$ cat config.mk
export PLATFORM = sky130hd
export DESIGN_NAME = error_count_display_flat
export DESIGN_NICKNAME = d
export VERILOG_FILES = /design/src/rtl/tester_pkg.sv /design/src/rtl/error_count_display_if.sv /design/src/rtl/bcd_to_7seg.sv /design/src/rtl/error_count_display.sv /design/src/flat_wrapper.sv
export SDC_FILE = /design/constraint.sdc
export NUM_CORES = 1
export LEC_CHECK = 0
export ABC_AREA = 1
export BUFFER_PORTS_ARGS = -buffer_cell sky130_fd_sc_hd__buf_4
export CORE_AREA = 2 2 81 83
export CTS_CLUSTER_DIAMETER = 120
export DETAILED_ROUTE_END_ITERATION = 7
export DIE_AREA = 0 0 83 85
export MAX_ROUTING_LAYER = met4
export PLACE_DENSITY_LB_ADDON = 0.2
export SYNTH_ARGS = -nofsm -noshare
export SYNTH_HDL_FRONTEND = slang
export SYNTH_SLANG_ARGS = --single-unit
export TNS_END_PERCENT = 30
$ cat constraint.sdc
create_clock -name sys_clock -period 9.85 [get_ports sys_clock]
set_input_delay 1.4775 -clock sys_clock [delete_from_list [all_inputs] [get_ports sys_clock]]
set_output_delay 1.4775 -clock sys_clock [all_outputs]
set_load 0.02 [all_outputs]
$ cat src/rtl/tester_pkg.sv
// Shared types and segment constants for the error-count display path.
// Segment constants are active-low, bit order gfedcba.
package tester_pkg;

  typedef enum logic [1:0] {RUN, FROZEN, SAT} state_t;

  localparam logic [2:0] MODE_COUNT = 3'd0;
  localparam logic [2:0] MODE_FIRST = 3'd1;
  localparam logic [2:0] MODE_LIVE  = 3'd2;

  localparam logic [6:0] SEG_BLANK = 7'h7F;
  localparam logic [6:0] SEG_0 = 7'h40;
  localparam logic [6:0] SEG_1 = 7'h79;
  localparam logic [6:0] SEG_2 = 7'h24;
  localparam logic [6:0] SEG_3 = 7'h30;
  localparam logic [6:0] SEG_4 = 7'h19;
  localparam logic [6:0] SEG_5 = 7'h12;
  localparam logic [6:0] SEG_6 = 7'h02;
  localparam logic [6:0] SEG_7 = 7'h78;
  localparam logic [6:0] SEG_8 = 7'h00;
  localparam logic [6:0] SEG_9 = 7'h10;

  localparam logic [15:0] COUNT_MAX = 16'h9999;

  function automatic logic [6:0] digit_seg(input logic [3:0] d);
    case (d)
      4'd0:    return SEG_0;
      4'd1:    return SEG_1;
      4'd2:    return SEG_2;
      4'd3:    return SEG_3;
      4'd4:    return SEG_4;
      4'd5:    return SEG_5;
      4'd6:    return SEG_6;
      4'd7:    return SEG_7;
      4'd8:    return SEG_8;
      4'd9:    return SEG_9;
      default: return SEG_BLANK;
    endcase
  endfunction

  // Four-digit BCD increment, each digit wraps 9->0 and carries up.
  function automatic logic [15:0] bcd_inc(input logic [15:0] v);
    logic [15:0] r;
    logic        carry;
    r     = v;
    carry = 1'b1;
    for (int i = 0; i < 4; i++) begin
      if (carry) begin
        if (r[i*4 +: 4] == 4'd9) begin
          r[i*4 +: 4] = 4'd0;
        end else begin
          r[i*4 +: 4] = r[i*4 +: 4] + 4'd1;
          carry       = 1'b0;
        end
      end
    end
    return r;
  endfunction

endpackage

$ cat src/rtl/error_count_display_if.sv
// Controller/operator inputs and display/status outputs of error_count_display.
interface error_count_display_if #(parameter int K_W = 6);
  logic           error_flag;
  logic [K_W-1:0] K;
  logic           stop;
  logic           continua;
  logic           count_clear;
  logic [2:0]     switchesH;
  logic [6:0]     dispUnidade;
  logic [6:0]     dispDezena;
  logic [6:0]     dispCentena;
  logic [6:0]     dispMilhar;
  logic [K_W-1:0] first_fail_k;
  logic           first_fail_valid;
  logic           err_saturated;

  modport master (
    output error_flag, K, stop, continua, count_clear, switchesH,
    input  dispUnidade, dispDezena, dispCentena, dispMilhar,
           first_fail_k, first_fail_valid, err_saturated
  );

  modport slave (
    input  error_flag, K, stop, continua, count_clear, switchesH,
    output dispUnidade, dispDezena, dispCentena, dispMilhar,
           first_fail_k, first_fail_valid, err_saturated
  );
endinterface

$ cat src/rtl/bcd_to_7seg.sv
// One BCD digit plus blank flag to 7 segments (gfedcba); non-decimal codes show blank.
module bcd_to_7seg
  import tester_pkg::*;
#(
  parameter bit SEG_ACTIVE_LOW = 1'b1
) (
  input  logic [3:0] bcd,
  input  logic       blank,
  output logic [6:0] seg
);

  logic [6:0] seg_low;

  always_comb begin
    seg_low = blank ? SEG_BLANK : digit_seg(bcd);
    seg     = SEG_ACTIVE_LOW ? seg_low : ~seg_low;
  end

endmodule

$ cat src/rtl/error_count_display.sv
// BCD error counter with first-fail latch, freeze/resume control and registered 7-segment drive.
// Build option: LEAD_ZERO_BLANK_EN blanks leading zero digits in count mode.
//
// state  | meaning
// RUN    | counting rising edges of error_flag
// FROZEN | count held for reading, waits for continua rise with stop low
// SAT    | count pinned at 9999 until count_clear or reset
module error_count_display
  import tester_pkg::*;
#(
  parameter int K_W            = 6,
  parameter bit SEG_ACTIVE_LOW = 1'b1
) (
  input logic                 sys_clock,
  input logic                 sys_reset,
  error_count_display_if.slave bus
);

  localparam logic [6:0] SEG_ZERO_OUT = SEG_ACTIVE_LOW ? SEG_0 : ~SEG_0;
  localparam logic [6:0] SEG_OFF_OUT  = SEG_ACTIVE_LOW ? SEG_BLANK : ~SEG_BLANK;
`ifdef LEAD_ZERO_BLANK_EN
  localparam logic [6:0] SEG_RST_UPPER = SEG_OFF_OUT;
`else
  localparam logic [6:0] SEG_RST_UPPER = SEG_ZERO_OUT;
`endif

  state_t         state, state_nxt;
  logic [15:0]    count, count_nxt;
  logic [K_W-1:0] ffk, ffk_nxt;
  logic           ffv, ffv_nxt;
  logic           sat, sat_nxt;
  logic           err_prev, cont_prev;
  logic           err_pulse, cont_rise;

  assign err_pulse = bus.error_flag & ~err_prev;
  assign cont_rise = bus.continua & ~cont_prev;

  always_ff @(posedge sys_clock or negedge sys_reset) begin
    if (!sys_reset) begin
      state     <= RUN;
      count     <= 16'h0000;
      ffk       <= '0;
      ffv       <= 1'b0;
      sat       <= 1'b0;
      err_prev  <= 1'b0;
      cont_prev <= 1'b0;
    end else begin
      state     <= state_nxt;
      count     <= count_nxt;
      ffk       <= ffk_nxt;
      ffv       <= ffv_nxt;
      sat       <= sat_nxt;
      err_prev  <= bus.error_flag;
      cont_prev <= bus.continua;
    end
  end

  always_comb begin
    state_nxt = state;
    count_nxt = count;
    ffk_nxt   = ffk;
    ffv_nxt   = ffv;
    sat_nxt   = sat;
    if (bus.count_clear) begin
      state_nxt = RUN;
      count_nxt = 16'h0000;
      ffk_nxt   = '0;
      ffv_nxt   = 1'b0;
      sat_nxt   = 1'b0;
    end else begin
      case (state)
        RUN: begin
          if (bus.stop) begin
            state_nxt = FROZEN;
          end else if (err_pulse) begin
            count_nxt = bcd_inc(count);
            if (count == 16'h0000) begin
              ffk_nxt = bus.K;
              ffv_nxt = 1'b1;
            end
            if (count_nxt == COUNT_MAX) begin
              state_nxt = SAT;
              sat_nxt   = 1'b1;
            end
          end
        end
        FROZEN: begin
          if (cont_rise && !bus.stop) state_nxt = RUN;
        end
        SAT: begin
        end
        default: state_nxt = RUN;
      endcase
    end
  end

  assign bus.first_fail_k     = ffk;
  assign bus.first_fail_valid = ffv;
  assign bus.err_saturated    = sat;

  // Digit selection per display mode; index 0 is units.
  logic [K_W-1:0] dec_val;
  logic [3:0]     dec_tens, dec_units;
  logic [15:0]    dig_bcd;
  logic [3:0]     dig_blank;

  always_comb begin
    dec_val   = (bus.switchesH == MODE_FIRST) ? ffk : bus.K;
    dec_tens  = 4'((32'(dec_val) / 32'd10) % 32'd10);
    dec_units = 4'(32'(dec_val) % 32'd10);
    dig_bcd   = count;
    dig_blank = 4'b0000;
    case (bus.switchesH)
      MODE_COUNT: begin
`ifdef LEAD_ZERO_BLANK_EN
        dig_blank[3] = (count[15:12] == 4'd0);
        dig_blank[2] = dig_blank[3] && (count[11:8] == 4'd0);
        dig_blank[1] = dig_blank[2] && (count[7:4] == 4'd0);
`endif
      end
      MODE_FIRST: begin
        dig_bcd   = {8'h00, dec_tens, dec_units};
        dig_blank = ffv ? 4'b1100 : 4'b1111;
      end
      MODE_LIVE: begin
        dig_bcd   = {8'h00, dec_tens, dec_units};
        dig_blank = 4'b1100;
      end
      default: dig_blank = 4'b1111;
    endcase
  end

  logic [3:0][6:0] seg_comb;
  logic [3:0][6:0] disp_q;

  for (genvar g = 0; g < 4; g++) begin : g_digit
    bcd_to_7seg #(.SEG_ACTIVE_LOW(SEG_ACTIVE_LOW)) u_seg (
      .bcd   (dig_bcd[g*4 +: 4]),
      .blank (dig_blank[g]),
      .seg   (seg_comb[g])
    );
  end

  always_ff @(posedge sys_clock or negedge sys_reset) begin
    if (!sys_reset) begin
      disp_q <= {SEG_RST_UPPER, SEG_RST_UPPER, SEG_RST_UPPER, SEG_ZERO_OUT};
    end else begin
      disp_q <= seg_comb;
    end
  end

  assign bus.dispUnidade = disp_q[0];
  assign bus.dispDezena  = disp_q[1];
  assign bus.dispCentena = disp_q[2];
  assign bus.dispMilhar  = disp_q[3];

endmodule

$ cat src/flat_wrapper.sv
// flat-port wrapper written by rule: the top's interface ports become plain ports
module error_count_display_flat import tester_pkg::*;
#(
  parameter int K_W            = 6,
  parameter bit SEG_ACTIVE_LOW = 1'b1
)
  (sys_clock, sys_reset, bus_error_flag, bus_K, bus_stop, bus_continua, bus_count_clear, bus_switchesH, bus_dispUnidade, bus_dispDezena, bus_dispCentena, bus_dispMilhar, bus_first_fail_k, bus_first_fail_valid, bus_err_saturated);
  error_count_display_if #(.K_W(K_W)) bus_i ();
  input logic sys_clock;
  input logic sys_reset;
  input wire logic [$bits(bus_i.error_flag)-1:0] bus_error_flag;
  input wire logic [$bits(bus_i.K)-1:0] bus_K;
  input wire logic [$bits(bus_i.stop)-1:0] bus_stop;
  input wire logic [$bits(bus_i.continua)-1:0] bus_continua;
  input wire logic [$bits(bus_i.count_clear)-1:0] bus_count_clear;
  input wire logic [$bits(bus_i.switchesH)-1:0] bus_switchesH;
  output wire logic [$bits(bus_i.dispUnidade)-1:0] bus_dispUnidade;
  output wire logic [$bits(bus_i.dispDezena)-1:0] bus_dispDezena;
  output wire logic [$bits(bus_i.dispCentena)-1:0] bus_dispCentena;
  output wire logic [$bits(bus_i.dispMilhar)-1:0] bus_dispMilhar;
  output wire logic [$bits(bus_i.first_fail_k)-1:0] bus_first_fail_k;
  output wire logic [$bits(bus_i.first_fail_valid)-1:0] bus_first_fail_valid;
  output wire logic [$bits(bus_i.err_saturated)-1:0] bus_err_saturated;
  assign bus_i.error_flag = bus_error_flag;
  assign bus_i.K = bus_K;
  assign bus_i.stop = bus_stop;
  assign bus_i.continua = bus_continua;
  assign bus_i.count_clear = bus_count_clear;
  assign bus_i.switchesH = bus_switchesH;
  assign bus_dispUnidade = bus_i.dispUnidade;
  assign bus_dispDezena = bus_i.dispDezena;
  assign bus_dispCentena = bus_i.dispCentena;
  assign bus_dispMilhar = bus_i.dispMilhar;
  assign bus_first_fail_k = bus_i.first_fail_k;
  assign bus_first_fail_valid = bus_i.first_fail_valid;
  assign bus_err_saturated = bus_i.err_saturated;
  error_count_display #(.K_W(K_W), .SEG_ACTIVE_LOW(SEG_ACTIVE_LOW)) u_core (.sys_clock(sys_clock), .sys_reset(sys_reset), .bus(bus_i));
endmodule
==> metrics, run 1 <==
cts hold-fix bufs=0; top post-synthesis cells by area=dfrtp_1 35%, nand2_1 11%, ha_1 7.7%; # rows=29; hold slack=0.500 ns; DR DRC count=0; clk root buf=clkbuf_8; Final Max Tran Viols=0; Fillers=505; vias after detailed routing=3347; Starting DRT DRC Count=187; vias in the first global route=3211; Crit path arrival time=4.91 ns; post-route clock period utilization=47.3%; Worst path top cell family by delay=simple AND/OR/NAND/NOR gates; Worst Path Required=10.10 ns; critical path class=input port to register; clk_skew=0.00871 ns; Non-Filler Instances=624; Synth Flop Type=dfrtp_1; Ys Warns=0; Peak Freq=215 MHz; synthesized cell area=3750 µm²; Total Power=599 µW; Final Hold Viols=0; Setup WS post-layout=5.19 ns; DIE AREA=7060 µm²; Die H=85 µm; Starting Density=60.4%; Slew headroom=49.6%; DR pass1 iterations=5; pin count of the biggest net entering global routing=57; n_diodes=0; routed wire length per instance=12.5 µm; Worst VDD drop=0.0000730 V; share of post-route cells with drive strength above 1=19.9%; Total GRT Usage=24.5%; Synth top cells by count=111 x nand2_1, 69 x inv_1, 52 x dfrtp_1, 44 x nand3_1, 43 x nor2_1; Post-synth EDFFs=0; register area=1410 µm²; H-tree Lvls=2; critical path's most frequent cell=nand2_1; Tmin final=4.66 ns; Buffers on Ports=50; footprint of the multi-input gates=2040 µm²; clock buffer depth=2; status=finished, final reports clean; crit path max fanout=12; Worst Setup Start Kind=input port; area delta synth->final=14.8%; DP Cell Count=616; hold path cells=2; cell taking the most area after synthesis=dfrtp_1; Placed Area=4190 µm²; Post-Syn Area per Cell=7.58 µm²; Setup Fix Bufs, Post-CTS=0; routability cong.=0.975; overall routed net length=7.82 mm; crit path buf inv count=4; Layout Nets=584; Final Util=69.3%; Worst setup EP type=register; Num CTS Buffers=5; final setup vio count=0; CP Depth=26; Final ANT Viol Nets=0; HP Class=register to register; Finished Cell Area=4300 µm²; r2r worst-path depth=25; Slew @ Worst Pin=0.755 ns; die outline width=83 µm; first-pass GRT wire length=14.0 mm; crit-path max cell delay=0.28 ns; Synth cell types=39; Synth top area share=34.7%; RSZ-0062 raised after global routing=no; grt ovf=0; sequential share of the synthesized area=37.5%; PwrDens=139 nW/µm²; FF+latch count, synth=56; Leak=2.07 nW; TritonCTS clock tree=yes; initial antenna violation count=0; syn_nets=532; DP HPWL=6.04 mm; slowest library cell on the worst path=ha_1; top-count cell post-synth=nand2_1; Synth Instances=494; setup_tns=0 ns; CTS sink cnt=56; num ports=51; asr flop ratio synth=100%; Max Cap Violations=0; clock latency on the worst-skew pair=0.31 ns; CTS clk-pin slew, worst paths=0.10 ns; Post-Place Setup Slack=4.85 ns; total core area=6200 µm²; vias per cell=5.36; Resized cells post-CTS=0
routing by layer:
metal	up-vias	global-route usage [%]	wire length (µm)
met4	0	7.30	113
met5	-	-	0
met3	11	4.28	370
met1	1537	31.2	3720
met2	97	40.4	3620
li1	1702	-	-
path summary, 6_finish.rpt:
kind / endpoint / slack [ns] / start
worst max-delay path: u_core.bus.dispUnidade[1]$_DFF_PN0_ / 5.19 / bus_switchesH[2]
worst min-delay path: u_core.bus.err_saturated$_DFFE_PN0P_ / 0.50 / u_core.bus.err_saturated$_DFFE_PN0P_
worst max register to register: u_core.bus.dispUnidade[1]$_DFF_PN0_ / 6.33 / u_core.bus.first_fail_k[3]$_DFFE_PN0P_
worst min register to register: u_core.bus.err_saturated$_DFFE_PN0P_ / 0.50 / u_core.bus.err_saturated$_DFFE_PN0P_
max in group asynchronous: u_core.count[0]$_DFFE_PN0P_ / 8.17 / sys_reset
min in group asynchronous: u_core.bus.first_fail_k[2]$_DFFE_PN0P_ / 1.20 / sys_reset
cell families after synthesis:
group                      Yosys count  share of synthesized area (%)
buffers and inverters               77                           7.98
adders and majority gates           23                           7.68
and+or+nand+nor                    262                           34.3
DFF                                 56                           37.5
xor gates and xnor gates             5                           1.17
AOI/OAI and AO/OA                   71                           11.4
state kept, by name, indices dropped and copies added, names as in the netlist, 2 cells and up:
signal / cells
u_core.count: 16
u_core.bus.dispDezena: 7
u_core.state: 2
u_core.bus.dispUnidade: 7
u_core.bus.dispMilhar: 7
u_core.bus.dispCentena: 7
u_core.bus.first_fail_k: 6
final cells by class:
cell class	instances	share of cell area (%)
clock buffer	6	1.69
clock inverter	2	0.902
inverter	72	6.28
multi-input combinational	361	47.5
sequential	56	32.7
tap	77	2.24
timing repair buffer	50	8.73
tightest hold or removal path: stages, from the launching register on:
cell     delay [ns]
dfrtp_1        0.36
nand2_1        0.06
nand2_1        0.05
cell usage in the layout (no fill, tap or decap), drive strengths merged, types with 2 or more instances in the layout:
master	n
nor2	49
buf	50
nor3	12
xnor2	2
nand3b	3
o22ai	10
inv	72
o21ai	39
ha	23
o21a	5
nand2	135
a21oi	12
nor4	3
dfstp	4
or2	3
dfrtp	52
nand4	5
nand3	52
xor2	3
clkbuf	6
power by group:
| group | switching, mW | leakage [nW] | internal [mW] | total [mW] |
|---|---|---|---|---|
| combinational | 0.122 | 1.36 | 0.0670 | 0.189 |
| clock | 0.0769 | 0.0558 | 0.0770 | 0.154 |
| sequential | 0.00878 | 0.657 | 0.247 | 0.256 |
| total | 0.208 | 2.07 | 0.391 | 0.599 |
No activity file was read; power rests on OpenSTA's default activity.
==> run 2, diff against run 1 <==
- CORE_AREA: 2 2 81 83 -> 2 2 84 86
- DIE_AREA: 0 0 83 85 -> 0 0 86 88
- clock period: 9.85 -> 4.45 ns (I/O delays scaled with it)
==> run 2 against run 1 <==
Compared with the run above:
- register-to-register slack worse by 5.4 ns
- core utilization fell by 4.5 points
- clock-buffer cell count decreased by 1
- first-iteration DRC count is 37% lower
- largest power group unchanged
- global-route usage decreased by 1.9 points
- largest cell class unchanged
- final cell count rose by 0.80%
- clock skew about the same
- sequential power up 120%
- critical path depth is 1 higher
- die area up 7.3%
- critical endpoint is now u_core.bus.dispDezena[0]$_DFF_PN0_
- clock power increased by 90%
==> metrics, run 2 (synthesis results as in run 1) <==
first-pass GRT wire length=13.5 mm (-3.4%); footprint of the multi-input gates=2040 µm² (unchanged); Total Power=1.28 mW (+110%); Finished Cell Area=4300 µm² (about the same); Worst setup EP type=register; routability cong.=0.871 (-11%); Starting Density=56.4% (-4.0 points); Sw Pwr=469 µW (+130%); Final Hold Viols=0 (unchanged); setup_tns=0 ns (unchanged); num ports=51 (unchanged); Placed Area=4210 µm² (+0.45%); Worst Path Required=4.65 ns (-5.45 ns); Worst Setup Start Kind=input port; cts hold-fix bufs=0 (unchanged); Total GRT Usage=22.6% (-1.9 points); clock latency on the worst-skew pair=0.32 ns (about the same); Most flops, register=u_core.count; initial antenna violation count=0 (unchanged); # rows=30 (+3.4%); post-route clock period utilization=85.8%; CTS clk-pin slew, worst paths=0.11 ns (about the same); hold slack=0.377 ns (-0.123 ns); most common cell after layout, fill and taps aside=nand2_1; Non-Filler Instances=629 (+0.80%); Setup Fix Bufs, Post-CTS=0 (unchanged); Post-Place Setup Slack=0.284 ns (-4.56 ns); combinational cell fraction of total power=32.9% (+1.3 points); overall routed net length=7.77 mm (-0.66%); clock buffer depth=2 (unchanged); Clock power frac=22.8% (-2.9 points); share of post-route cells with drive strength above 1=20.4% (+0.47 points); max FFs per register=16 (unchanged); final setup vio count=0 (unchanged); Buffers on Ports=50 (unchanged); n_diodes=0 (unchanged); Die H=88 µm (+3.5%); total core area=6640 µm² (+7.1%); most frequent cells in the layout=111 x nand2_1, 69 x inv_1, 52 x buf_4, 52 x dfrtp_1, 44 x nand3_1; DP Cell Count=621 (+0.81%); critical path class=input port to register; Max Cap Violations=0 (unchanged); Resized cells post-CTS=0 (unchanged); H-tree Lvls=2 (unchanged); Crit path arrival time=4.02 ns (-0.89 ns); clk root buf=clkbuf_8; Slew headroom=53.4% (+3.8 points); Starting DRT DRC Count=117 (-37%); DR pass1 iterations=4 (-1); Tmin final=3.82 ns; Pint=813 µW (+110%); vias after detailed routing=3345 (-0.060%); Reg power frac=44.3% (+1.5 points); Final Max Tran Viols=0 (unchanged); die outline width=86 µm (+3.6%); PwrDens=298 nW/µm² (+110%); Peak Freq=262 MHz; area delta synth->final=14.9% (about the same); DR DRC count=0 (unchanged); Switching Fraction=36.6% (+1.9 points); status=finished, final reports clean; TritonCTS clock tree=yes; Leak=2.07 nW (-0.19%); CTS sink cnt=56 (unchanged); crit path max fanout=12 (unchanged); DP HPWL=6.02 mm (-0.35%); Worst VDD drop=0.000147 V (+100%); clk_skew=0.00829 ns (-0.000428 ns); Slew @ Worst Pin=0.692 ns (-0.0627 ns); grt ovf=0 (unchanged); Layout Nets=586 (+0.34%); register area=1410 µm² (unchanged); Fillers=606 (+20%); DIE AREA=7570 µm² (+7.3%); Final ANT Viol Nets=0 (unchanged); HP Class=input port to async pin; RSZ-0062 raised after global routing=no; vias in the first global route=3133 (-2.4%); pin count of the biggest net entering global routing=57 (unchanged); vias per cell=5.32 (-0.85%); Setup WS post-layout=0.630 ns (-4.56 ns); routed wire length per instance=12.4 µm (-1.5%); Final Util=64.8% (-4.5 points); Num CTS Buffers=5 (unchanged)
[run 2: path summary, 6_finish.rpt]
| path | from | slack, ns | depth (start not counted) | to |
|---|---|---|---|---|
| setup / recovery | bus_switchesH[2] | 0.63 | 27 | u_core.bus.dispDezena[0]$_DFF_PN0_ |
| hold / removal | sys_reset | 0.38 | 1 | u_core.bus.dispDezena[5]$_DFF_PN0_ |
| setup reg to reg | u_core.bus.first_fail_k[3]$_DFFE_PN0P_ | 0.97 | 26 | u_core.bus.dispDezena[0]$_DFF_PN0_ |
| hold reg to reg | u_core.bus.err_saturated$_DFFE_PN0P_ | 0.51 | 2 | u_core.bus.err_saturated$_DFFE_PN0P_ |
| max in group asynchronous | sys_reset | 3.62 | 1 | u_core.bus.err_saturated$_DFFE_PN0P_ |
| min in group sys_clock | bus_continua | 0.45 | 1 | u_core.cont_prev$_DFF_PN0_ |
[run 2: power groups by stage]
stage               clock network, mW  registers [mW]  logic, mW
floorplan                           0           0.607      0.272
global placement                    0           0.576      0.410
detailed placement                  0           0.577      0.421
CTS                             0.303           0.567      0.423
global route                    0.320           0.572      0.475
finish                          0.292           0.567      0.422
[run 2: critical path, stage by stage]
cell and delay, ns:
buf_4 0.13, nor2_4 0.17, nand2_2 0.21, nand2_1 0.13, nand2_2 0.09, ha_1 0.24
nor2_4 0.12, inv_1 0.05, ha_1 0.26, inv_1 0.05, nand2_1 0.05, nand2_2 0.10
nand3_2 0.12, nor2_8 0.16, nand2_4 0.10, nand2_1 0.07, nand2_1 0.07, o21ai_2 0.16
nand3_2 0.13, nand2_1 0.08, o21a_1 0.20, inv_1 0.09, ha_1 0.18, o21ai_0 0.16
inv_1 0.07, o21ai_0 0.07, nand2_1 0.07
[run 2: metal layers]
| metal | share of wire [%] | up-vias | track usage (%) | wire length [µm] |
|---|---|---|---|---|
| met5 | 0 | - | - | 0 |
| met4 | 0.72 | 0 | 5.34 | 56 |
| met1 | 47 | 1560 | 28.2 | 3620 |
| met2 | 48 | 73 | 39.3 | 3750 |
| li1 | - | 1707 | - | - |
| met3 | 4.5 | 5 | 2.54 | 346 |
[run 2: area by class of cell]
type                    instances  share of cell area, %
clock buffers                   5                   1.60
flip-flops and latches         56                   32.7
multi-input cells             361                   47.4
inverters                      72                   6.28
repair buffers                 52                   9.07
well taps                      80                   2.33
clock inverters                 3                  0.611
==> run 3, diff against run 2 <==
- CELL_PAD_IN_SITES_DETAIL_PLACEMENT: unset -> 2
- CELL_PAD_IN_SITES_GLOBAL_PLACEMENT: unset -> 2
- CORE_AREA: 2 2 84 86 -> 2 2 110 112
- DIE_AREA: 0 0 86 88 -> 0 0 112 114
- GPL_ROUTABILITY_DRIVEN: unset -> 0
==> run 3 against run 2 <==
Compared with the run above:
- clock skew down 0.0011 ns
- flip-flop and latch count unchanged
- wire length up 39%
- first-iteration DRC count up 10%
- worst hold slack better by 0.041 ns
- power up 9.2%
- combinational power up 4%
- final cell count up 10%
- clock power up 34%
- via count up 3.5%
- register-to-register slack worse by 0.21 ns
- core utilization down 27 points
- highest routed layer unchanged
==> metrics, run 3 (synthesis results as in run 1) <==
cts hold-fix bufs=0 (unchanged); Fillers=1404 (+130%); area delta synth->final=18.0%; routed wire length per instance=15.5 µm (+26%); Peak Freq=248 MHz (-5.2%); pin count of the biggest net entering global routing=57 (unchanged); crit-path max cell delay=0.27 ns (about the same); DP HPWL=8.63 mm (+43%); TritonCTS clock tree=yes; status=finished, final reports clean; Total GRT Usage=18.5% (-4.1 points); share of post-route cells with drive strength above 1=20.1% (-0.29 points); Pint=903 µW (+11%); HP Class=input port to async pin; H-tree Lvls=2 (unchanged); most frequent cells in the layout=111 x nand2_1, 69 x inv_1, 52 x dfrtp_1; Most flops, register=u_core.count; Post-Place Setup Slack=0.0630 ns (-0.221 ns); total core area=11700 µm² (+76%); num ports=51 (unchanged); vias per cell=4.99 (-6.2%); Clock power frac=27.8% (+5.0 points); post-route clock period utilization=90.5% (+4.7 points); RSZ-0062 raised after global routing=no; Sw Pwr=496 µW (+5.9%); combinational cell fraction of total power=31.5% (-1.4 points); DP Cell Count=687 (+11%); Worst VDD drop=0.000170 V (+16%); Final Max Tran Viols=0 (unchanged); DIE AREA=12800 µm² (+69%); Switching Fraction=35.5% (-1.1 points); Non-Filler Instances=694 (+10%); Worst setup EP type=register; grt ovf=0 (unchanged); Setup WS post-layout=0.421 ns (-0.208 ns); initial antenna violation count=0 (unchanged); overall routed net length=10.8 mm (+39%); CTS sink cnt=56 (unchanged); clk root buf=clkbuf_16; DR DRC count=0 (unchanged); Max Cap Violations=0 (unchanged); Crit path arrival time=4.20 ns (+0.18 ns); Reg power frac=40.7% (-3.6 points); Starting Density=32.0% (-24 points); Leak=2.09 nW (+0.88%); CTS clk-pin slew, worst paths=0.07 ns (-0.04 ns); Tmin final=4.03 ns (+0.208 ns); slowest library cell on the worst path=ha_1; Slew @ Worst Pin=0.834 ns (+0.142 ns); Final ANT Viol Nets=0 (unchanged); max FFs per register=16 (unchanged); crit path max fanout=12 (unchanged); DR pass1 iterations=4 (unchanged); first-pass GRT wire length=18.7 mm (+39%); Die H=114 µm (+30%); setup_tns=0 ns (unchanged); Num CTS Buffers=5 (unchanged); Buffers on Ports=50 (unchanged); clock latency on the worst-skew pair=0.30 ns (-0.02 ns); final setup vio count=0 (unchanged); hold slack=0.418 ns (+0.0406 ns); vias in the first global route=3792 (+21%); Resized cells post-CTS=0 (unchanged); Final Hold Viols=0 (unchanged); clock buffer depth=2 (unchanged); critical path's most frequent cell=nand2_1; Setup Fix Bufs, Post-CTS=0 (unchanged); clk_skew=0.00715 ns (-0.00114 ns); Worst Setup Start Kind=input port; n_diodes=0 (unchanged); Starting DRT DRC Count=129 (+10%); die outline width=112 µm (+30%); # rows=40 (+33%); vias after detailed routing=3462 (+3.5%); PwrDens=316 nW/µm² (+6.2%); Worst Path Required=4.62 ns (-0.03 ns); Layout Nets=585 (-0.17%); most common cell after layout, fill and taps aside=nand2_1; Slew headroom=44.2% (-9.1 points); critical path class=input port to register
==> run 3: cell types whose count changed in the layout (fill, tap and decap cells not counted), sizes merged <==
cell	change
clkinv	+1
inv	-1
clkinvlp	-1
buf	-1
==> run 3: worst paths after layout <==
kind	from	slack (ns)	cells past startpoint	end
min in group sys_clock	bus_continua	0.48	1	u_core.cont_prev$_DFF_PN0_
max in group asynchronous	sys_reset	3.56	1	u_core.bus.first_fail_k[0]$_DFFE_PN0P_
hold / removal	sys_reset	0.42	1	u_core.bus.dispUnidade[3]$_DFF_PN0_
hold reg to reg	u_core.bus.err_saturated$_DFFE_PN0P_	0.49	2	u_core.bus.err_saturated$_DFFE_PN0P_
setup / recovery	bus_switchesH[2]	0.42	27	u_core.bus.dispDezena[0]$_DFF_PN0_
setup reg to reg	u_core.bus.first_fail_k[3]$_DFFE_PN0P_	0.76	26	u_core.bus.dispDezena[0]$_DFF_PN0_
==> run 3: power groups by stage <==
stage	clock, mW	combinational (mW)	sequential [mW]
6_report	0.390	0.440	0.569
3_3_place_gp	0	0.429	0.577
3_5_place_dp	0	0.448	0.580
4_1_cts	0.411	0.451	0.570
5_1_grt	0.418	0.502	0.576
2_1_floorplan	0	0.272	0.607
==> run 3: cell type report <==
| cell class | count | area [µm²] | area share, % |
|---|---|---|---|
| Timing Repair Buffer | 51 | 383 | 8.66 |
| Tap cell | 147 | 184 | 4.16 |
| Multi-Input combinational cell | 361 | 2040 | 46.2 |
| Clock inverter | 2 | 12.5 | 0.283 |
| Sequential cell | 56 | 1410 | 31.8 |
| Clock buffer | 5 | 125 | 2.83 |
| Inverter | 72 | 270 | 6.11 |
==> run 3: worst max-delay path: cells and delay by family <==
family                     cells  cell delay (ns)
and+or+nand+nor               15             1.75
adders and majority gates      3             0.70
AOI/OAI and AO/OA              4             0.64
buffers and inverters          5             0.42
==> run 3: metal layers <==
layer	vias to the layer above	routed length (µm)	global-route usage [%]
li1	1698	-	-
met3	12	345	2.60
met5	-	0	-
met1	1695	4880	22.6
met4	0	157	5.04
met2	57	5390	32.2
==> run 3: metrics by stage <==
step | instance area [µm²] | utilization (%) | total power [mW]
5_1_grt | 4420 | 37.8 | 1.50
2_1_floorplan | 3750 | - | 0.879
6_report | 4420 | 37.8 | 1.40
3_5_place_dp | 4280 | 36.6 | 1.03
4_1_cts | 4420 | 37.8 | 1.43
3_3_place_gp | 4280 | 36.6 | 1.01
